==> config.mk <==
export PLATFORM = sky130hd
export DESIGN_NAME = fifo_word_packer_flat
export DESIGN_NICKNAME = d
export VERILOG_FILES = /design/src/rtl/fifo_word_packer_if.sv /design/src/rtl/fifo_word_packer.sv /design/src/flat_wrapper.sv
export SDC_FILE = /design/constraint.sdc
export NUM_CORES = 1
export LEC_CHECK = 0
export BUFFER_PORTS_ARGS = -buffer_cell sky130_fd_sc_hd__buf_2
export CAP_MARGIN = 20
export CORE_MARGIN = 2
export CORE_UTILIZATION = 53
export DETAILED_ROUTE_END_ITERATION = 10
export PLACE_DENSITY = 0.86
export SKIP_LAST_GASP = 1
export SLEW_MARGIN = 20
export SYNTH_ARGS = -nofsm -noshare
export SYNTH_HDL_FRONTEND = slang
export SYNTH_SLANG_ARGS = --single-unit
==> constraint.sdc <==
create_clock -name clk -period 2.2 [get_ports clk]
set_input_delay 0.22 -clock clk [delete_from_list [all_inputs] [get_ports clk]]
set_output_delay 0.22 -clock clk [all_outputs]
set_load 0.02 [all_outputs]
==> src/rtl/fifo_word_packer_if.sv <==
// Word output port of fifo_word_packer: one packed word plus its valid-byte count.
// A word transfers on every rising clk edge where m_valid && m_ready; while m_valid is high and
// m_ready is low the master holds m_data and m_bytes stable and does not retract m_valid.
interface fifo_word_packer_if #(
  parameter int DATA_W         = 8,
  parameter int BYTES_PER_WORD = 4
);
  logic                             m_valid;
  logic                             m_ready;
  logic [DATA_W*BYTES_PER_WORD-1:0] m_data;
  logic [3:0]                       m_bytes;

  modport master (
    output m_valid,
    output m_data,
    output m_bytes,
    input  m_ready
  );

  modport slave (
    input  m_valid,
    input  m_data,
    input  m_bytes,
    output m_ready
  );
endinterface

==> src/rtl/fifo_word_packer.sv <==
// Drains bytes from fifo_mem and packs them, first byte in the low lane, into words on a
// valid/ready port. Partial words leave on flush or after FLUSH_TIMEOUT idle cycles.
module fifo_word_packer #(
  parameter int DATA_W         = 8,
  parameter int BYTES_PER_WORD = 4,
  parameter int FLUSH_TIMEOUT  = 16
) (
  input  logic              clk,
  input  logic              rst,
  input  logic              fifo_empty,
  input  logic [DATA_W-1:0] fifo_data,
  output logic              fifo_rd,
  input  logic              flush,
  fifo_word_packer_if.master m_if,
  output logic [1:0]        o_state
);

  localparam int              IDLE_W = (FLUSH_TIMEOUT > 0) ? $clog2(FLUSH_TIMEOUT + 1) : 1;
  localparam bit              TO_EN  = (FLUSH_TIMEOUT != 0);
  localparam logic [3:0]      BPW4   = 4'(BYTES_PER_WORD);
  localparam logic [IDLE_W-1:0] TO_LAST = IDLE_W'(FLUSH_TIMEOUT - 1);

  typedef enum logic [1:0] {
    ST_FILL = 2'd0,
    ST_CAPT = 2'd1,
    ST_SEND = 2'd2
  } state_t;

  state_t                               r_state;
  state_t                               w_next;
  logic [3:0]                           r_cnt;
  logic [IDLE_W-1:0]                    r_idle_cnt;
  logic                                 r_flush_pend;
  logic [BYTES_PER_WORD-1:0][DATA_W-1:0] r_lanes;

  logic w_flush_eff;
  logic w_has_bytes;
  logic w_pop;
  logic w_idle_inc;
  logic w_send;

  assign w_flush_eff = flush | r_flush_pend;
  assign w_has_bytes = (r_cnt != 4'd0);
  assign w_send      = (r_state == ST_SEND);

  always_ff @(posedge clk or posedge rst) begin
    if (rst) begin
      r_state <= ST_FILL;
    end else begin
      r_state <= w_next;
    end
  end

  // Flush outranks a pop in FILL; CAPT always returns to FILL or SEND, so pops are never adjacent.
  always_comb begin
    w_next     = r_state;
    w_pop      = 1'b0;
    w_idle_inc = 1'b0;
    unique case (r_state)
      ST_FILL: begin
        if (w_flush_eff && w_has_bytes) begin
          w_next = ST_SEND;
        end else if (!fifo_empty && (r_cnt < BPW4)) begin
          w_pop  = 1'b1;
          w_next = ST_CAPT;
        end else if (TO_EN && w_has_bytes && fifo_empty) begin
          w_idle_inc = 1'b1;
          if (r_idle_cnt == TO_LAST) begin
            w_next = ST_SEND;
          end
        end
      end
      ST_CAPT: begin
        if (((r_cnt + 4'd1) == BPW4) || w_flush_eff) begin
          w_next = ST_SEND;
        end else begin
          w_next = ST_FILL;
        end
      end
      ST_SEND: begin
        if (m_if.m_ready) begin
          w_next = ST_FILL;
        end
      end
      default: begin
        w_next = ST_FILL;
      end
    endcase
  end

  always_ff @(posedge clk or posedge rst) begin
    if (rst) begin
      r_cnt        <= 4'd0;
      r_idle_cnt   <= '0;
      r_flush_pend <= 1'b0;
      r_lanes      <= '0;
    end else begin
      unique case (r_state)
        ST_FILL: begin
          if (!w_has_bytes) begin
            r_flush_pend <= 1'b0;
          end
          if (w_idle_inc) begin
            r_idle_cnt <= r_idle_cnt + 1'b1;
          end
        end
        ST_CAPT: begin
          for (int i = 0; i < BYTES_PER_WORD; i++) begin
            if (r_cnt == 4'(i)) begin
              r_lanes[i] <= fifo_data;
            end
          end
          if (r_cnt < BPW4) begin
            r_cnt <= r_cnt + 4'd1;
          end
          r_idle_cnt <= '0;
          if (flush) begin
            r_flush_pend <= 1'b1;
          end
        end
        ST_SEND: begin
          if (m_if.m_ready) begin
            r_cnt        <= 4'd0;
            r_idle_cnt   <= '0;
            r_flush_pend <= 1'b0;
            r_lanes      <= '0;
          end
        end
        default: begin
        end
      endcase
    end
  end

  // The pop strobe is combinational, so reset must mask it to keep fifo_mem untouched.
  assign fifo_rd      = w_pop & ~rst;
  assign m_if.m_valid = w_send;
  assign m_if.m_data  = w_send ? r_lanes : '0;
  assign m_if.m_bytes = w_send ? r_cnt : 4'd0;
  assign o_state      = r_state;

endmodule
==> src/flat_wrapper.sv <==
// flat-port wrapper written by rule: the top's interface ports become plain ports
module fifo_word_packer_flat 
#(
  parameter int DATA_W         = 8,
  parameter int BYTES_PER_WORD = 4,
  parameter int FLUSH_TIMEOUT  = 16
)
  (clk, rst, fifo_empty, fifo_data, fifo_rd, flush, o_state, m_if_m_valid, m_if_m_data, m_if_m_bytes, m_if_m_ready);
  fifo_word_packer_if #(.DATA_W(DATA_W), .BYTES_PER_WORD(BYTES_PER_WORD)) m_if_i ();
  input  logic clk;
  input  logic rst;
  input  logic fifo_empty;
  input  logic [DATA_W-1:0] fifo_data;
  output logic fifo_rd;
  input  logic flush;
  output logic [1:0] o_state;
  output wire logic [$bits(m_if_i.m_valid)-1:0] m_if_m_valid;
  output wire logic [$bits(m_if_i.m_data)-1:0] m_if_m_data;
  output wire logic [$bits(m_if_i.m_bytes)-1:0] m_if_m_bytes;
  input wire logic [$bits(m_if_i.m_ready)-1:0] m_if_m_ready;
  assign m_if_m_valid = m_if_i.m_valid;
  assign m_if_m_data = m_if_i.m_data;
  assign m_if_m_bytes = m_if_i.m_bytes;
  assign m_if_i.m_ready = m_if_m_ready;
  fifo_word_packer #(.DATA_W(DATA_W), .BYTES_PER_WORD(BYTES_PER_WORD), .FLUSH_TIMEOUT(FLUSH_TIMEOUT)) u_core (.clk(clk), .rst(rst), .fifo_empty(fifo_empty), .fifo_data(fifo_data), .fifo_rd(fifo_rd), .flush(flush), .m_if(m_if_i), .o_state(o_state));
endmodule
## After elaboration in Yosys (flattened, before gate mapping)

Cells that the tools add are included.

| operators by class | value |
|---|---|
| $add $sub $neg | 2 |
| magnitude comparators | 1 |
| equality and inequality tests | 18 |
| muxes and demuxes | 32 |
| bitwise gates (word level) | 3 |
| reduce and logical (&&, ||, !) cells | 18 |

Operator list:

| kind | number |
|---|---|
| $mux W32 | 2 |
| $pmux W32 S2 | 1 |
| $mux W8 | 4 |
| $reduce_and A3 Y1 | 7 |
| $pmux W5 S3 | 1 |
| $mux W2 | 6 |
| $mux W4 | 3 |
| $ne A2 B1 Y1 const B | 6 |
| $mux W1 | 10 |
| $mux W5 | 2 |
| $eq A4 B2 Y1 const B | 2 |
| $ne A4 B1 Y1 const B | 2 |
| $pmux W4 S2 | 1 |
| $ne A2 B2 Y1 const B | 3 |
| $pmux W2 S3 | 1 |
| $add A5 B1 Y5 const B | 1 |
| $eq A5 B4 Y1 const B | 1 |
| $add A4 B1 Y4 const B | 1 |
| $eq A4 B1 Y1 const B | 1 |
| $eq A4 B3 Y1 const B | 1 |
| $logic_not A4 Y1 | 1 |
| $lt A4 B3 Y1 const B | 1 |
| $reduce_and A4 Y1 | 1 |
| $reduce_bool A4 Y1 | 1 |
| other kinds (12) | 14 |

| storage, ports and cells | value |
|---|---|
| register bits after elaboration | 44 |
| bits of input ports | 13 |
| output and inout port bits | 40 |
| logic and storage cells | 82 |

## Logic depth before layout (Yosys ltp)

| depth | value |
|---|---|
| depth after elaboration | 8 |
| depth in mapped cells | 8 |
| gate-level depth less buffers | 7 |

## Worst setup path before layout

OpenSTA, ideal clock, no wires.

| timing path | value |
|---|---|
| path type | reg-to-reg |
| from | register u_core.r_state[0] (netlist: u_core.o_state[0]) |
| to | register u_core.r_idle_cnt[3] |
| library setup time | 0.126 ns |
| arrival | 1.975 ns |
| required time | 2.074 ns |
| slack | 0.099 ns |
| stages on the path, launching flop included | 7 |
| buffers on the path | 1 |
| clock period less this slack | 2.101 ns |
| cell sequence | dfrtp_1 -> inv_1 -> ha_1 -> buf_2 -> nor2b_1 -> a2111o_1 -> a221o_1 |

| between the ends | value |
|---|---|
| elaborated cells between the ends (all ways) | 9 |
| those cells by class | eq/ne (4); mux (2); reduce/logical (3) |

RTL lines:

| what | line | source |
|---|---|---|
| start: declaration | fifo_word_packer.sv:29 | `state_t r_state;` |
| start signal: assignment | fifo_word_packer.sv:50 | `r_state <= w_next;` |
| $eq A2 B2 Y1 * | - |  |
| via m_if_m_valid | flat_wrapper.sv:17 | `output wire logic [$bits(m_if_i.m_valid)-1:0] m_if_m_valid;` |
| $ne A2 B2 Y1 (no line) / $reduce_bool A3 Y1 (equally long branches) | - |  |
| $reduce_and A3 Y1 (no line) | - |  |
| end signal: assignment | fifo_word_packer.sv:104 | `r_idle_cnt <= r_idle_cnt + 1'b1;` |
| end: declaration | fifo_word_packer.sv:32 | `logic [IDLE_W-1:0] r_idle_cnt;` |

Mark *: on every way through the listed nets, which the timed path passes. The rest lies on a longest branch.
A chain may end at the register's enable or synchronous reset.

## Worst setup path in the final report

| timing path | value |
|---|---|
| from | register u_core.r_idle_cnt[0] |
| to | register u_core.r_state[1] (netlist: u_core.o_state[1]) |

| between the ends | value |
|---|---|
| word-level cells in the longest chain between the ends | 3 |

RTL lines:

| what | line | source |
|---|---|---|
| $eq A5 B4 Y1 | fifo_word_packer.sv:68 | `if (r_idle_cnt == TO_LAST) begin` |
| $ne A4 B1 Y1 (no line) | - |  |
| $reduce_and A3 Y1 (no line) | - |  |

No other way between the ends.

==> results.md <==
- Peak VDD IR: 0.6003 mV
- Yosys top cell area share: 47.85%
- RSZ-0062 raised after global routing: false
- Grt total ovfl: 0
- Fin nets: 294
- Post_cts resized: 0
- PortBufs: 52
- Vias/cell: 5.368
- Largest family of logic cells by synthesized area: simple AND/OR/NAND/NOR gates
- Area post-placement: 0.002670 mm^2
- Initial drt markers: 97
- DP Wirelength: 3524 um
- Worst hold margin: 0.05689 ns
- Final ANT Viol Nets: 0
- Cells after Synth: 209
- DIE AREA: 0.004885 mm^2
- Most common cell on crit path: ha_1
- Fin. max-slew vios: 0
- Utilization after layout: 67.33%
- CTS tree: yes
- Gr usage total: 20.87%
- Ordered list of cells on the worst path: ha_1 > and3_1 > ha_1 > a211o_2 > a21boi_0 > a21oi_1 > o21a_1
- DRC: 0
- Number of distinct library cells after synthesis: 38
- Area grow syn2layout: 19.58%
- Pre-CTS setup slack: 0.1620 ns
- Sink Count: 44
- CP max-delay cell: dfrtp_1
- Initial antenna violation count: 0
- Final setup margin: 0.1495 ns
- Critical path depth: 7
- Top delay family on crit path: compound AO/OA/AOI/OAI gates
- Antenna diodes: 0
- Starting Density: 56.31%
- Buffers and inverters on the worst path: 0
- CTS Buf Count: 5
- Rel. slew slack: 63.64%
- Adder-cell share of the synthesized area: 5.438%
- Syn_nets: 232
- Fmax: 487.7 MHz
- Hold crit path type: in2async
- Status: complete, no violations
- Mean Syn Cell Area: 11.01 um^2
- Cts hold-fix bufs: 0
- Die width: 69.89 um
- Critical path endpoint category: flop
- Area leader, netlist: dfrtp_1
- Largest net degree at the start of global routing: 45
- Commonest non-fill, non-tap cell in the layout: buf_2
- Clk_skew: 0.005527 ns
- WP data required: 2.39 ns
- Cell area after synthesis: 0.002301 mm^2
- Root Buffer: clkbuf_8
- Synth top area cells: dfrtp_1 (48%), mux2_2 (12%), and2_1 (9.8%)
- IO Pins: 53
- Core ar.: 0.004086 mm^2
- Max_cap viols: 0
- Register-to-register setup slack: 0.15 ns
- CTS max path bufs: 2
- Setup_tns: 0 ns
- Slew @ Worst Pin: 0.5455 ns
- Worst skew pair latency: 0.30 ns
- Most frequent cells in the layout: buf_2 (52), dfrtp_1 (44), and2_1 (36)
- Final worst path period share: 93.21%
- Layout cells sized above 1: 36.90%
- Vias in the first global route: 1747
- CP peak stage delay: 0.41 ns
- Synth Area in Simple Gates: 19.47%
- Die Y: 69.89 um
- Post-synthesis compound-gate area fraction: 11.80%
- Global-route wire length before repair: 8142 um
- Pre-Repair DR Iteration Count: 4
- Final GP Congestion: 0.9459
- RR Startpoint: u_core.r_idle_cnt[0]
- Post-synthesis xor/xnor area fraction: 0%
- Crit path max fanout: 4
- Crit path to: u_core.o_state[1]
- Ys Warns: 0
- Crit path time final: 2.051 ns
- Post-synthesis sequential area ratio: 47.85%
- Design area: 0.002751 mm^2
- Setup Buffers After CTS: 0
- Seq cells post-synth: 44
- Final Hold Viols: 0
- CP arrival: 2.24 ns
- H-tree levels: 2
- Worst-path clk slew: 0.08 ns
- Reg-to-reg endpoint: u_core.o_state[1]
- # setup viols final: 0
- Worst Reg-to-Reg Cells: 7
- CP Class: reg2reg
- Drt wl/cell: 14.75 um
- Post-synthesis mux area share: 13.05%
- Critical Path Start: u_core.r_idle_cnt[0]
- WL final: 4736 um
- CP Launch Type: flop
- PwrDens: 1411 mW/mm^2
- Leak: 1.404 nW
- Num rows: 23
- Vias: 1723
## how the worst min path moves through the flow
stage / startpoint / end / cells past startpoint
finish: rst / u_core.o_state[0] / 3
global route: rst / u_core.o_state[0] / 3
CTS: rst / u_core.r_lanes[31] / 3
detailed placement: rst / u_core.o_state[0] / 3
global placement: rst / u_core.o_state[0] / 3
floorplan: m_if_m_ready / u_core.r_cnt[3] / 1
## Yosys cell counts, drive strengths merged
cell type,count
mux2i,3
nand2b,3
nor2b,12
mux2,24
a21oi,4
a221o,1
inv,7
o21a,1
or3b,2
nand3,1
a22o,5
nand3b,1
nor4,1
a211o,1
nor2,5
or2,2
a211oi,2
or3,1
buf,2
and3,1
a2111o,1
ha,10
a21o,1
nor4bb,1
nand2,7
a21boi,2
and4bb,1
dfrtp,44
clkbuf,5
o211a,1
and2,36
o21ai,19
o21bai,1
o31ai,1
## kinds of logic after synthesis
kind of cell               after synthesis
buffers and inverters                   14
and+or+nand+nor                         74
adders and majority gates               10
muxes                                   27
AOI/OAI and AO/OA                       40
DFF                                     44
## metal layers
layer | vias up | share of wire (%) | track usage (%)
li1 | 842 | - | -
met1 | 826 | 44 | 26.78
met2 | 47 | 49 | 34.39
met3 | 8 | 5.6 | 5.628
met4 | 0 | 1.6 | 6.838
met5 | - | 0 | 0
## through the flow
stage / power [mW] / instances
global placement: 3.324 / 314
global route: 4.163 / 321
CTS: 3.908 / 321
finish: 3.882 / 321
detailed placement: 3.420 / 314
floorplan: 2.794 / 209
## report_power, final
part | leakage [nW] | internal, mW | switching (mW)
clock | 0.0400 | 0.215 | 0.268
sequential | 0.568 | 1.13 | 0.203
combinational | 0.797 | 0.945 | 1.12
total | 1.40 | 2.29 | 1.59
## flip-flops by register name (all words and copies together) (netlist names)
signal,flops
u_core.r_flush_pend,1
u_core.r_cnt,4
u_core.r_lanes,32
u_core.o_state,2
u_core.r_idle_cnt,5
## cell type report
type | instances | area [um^2]
Fill cell | 320 | 1335
Multi-Input combinational cell | 151 | 1145
Sequential cell | 44 | 1101
Timing Repair Buffer | 62 | 335.3
Clock buffer | 5 | 68.82
Tap cell | 50 | 62.56
Inverter | 7 | 26.28
Clock inverter | 2 | 12.51
## tightest hold or removal path, delay by kind of cell
kind | cells | cell delay (ns)
buffers and inverters | 3 | 0.59
No activity file was read; power rests on OpenSTA's default activity.
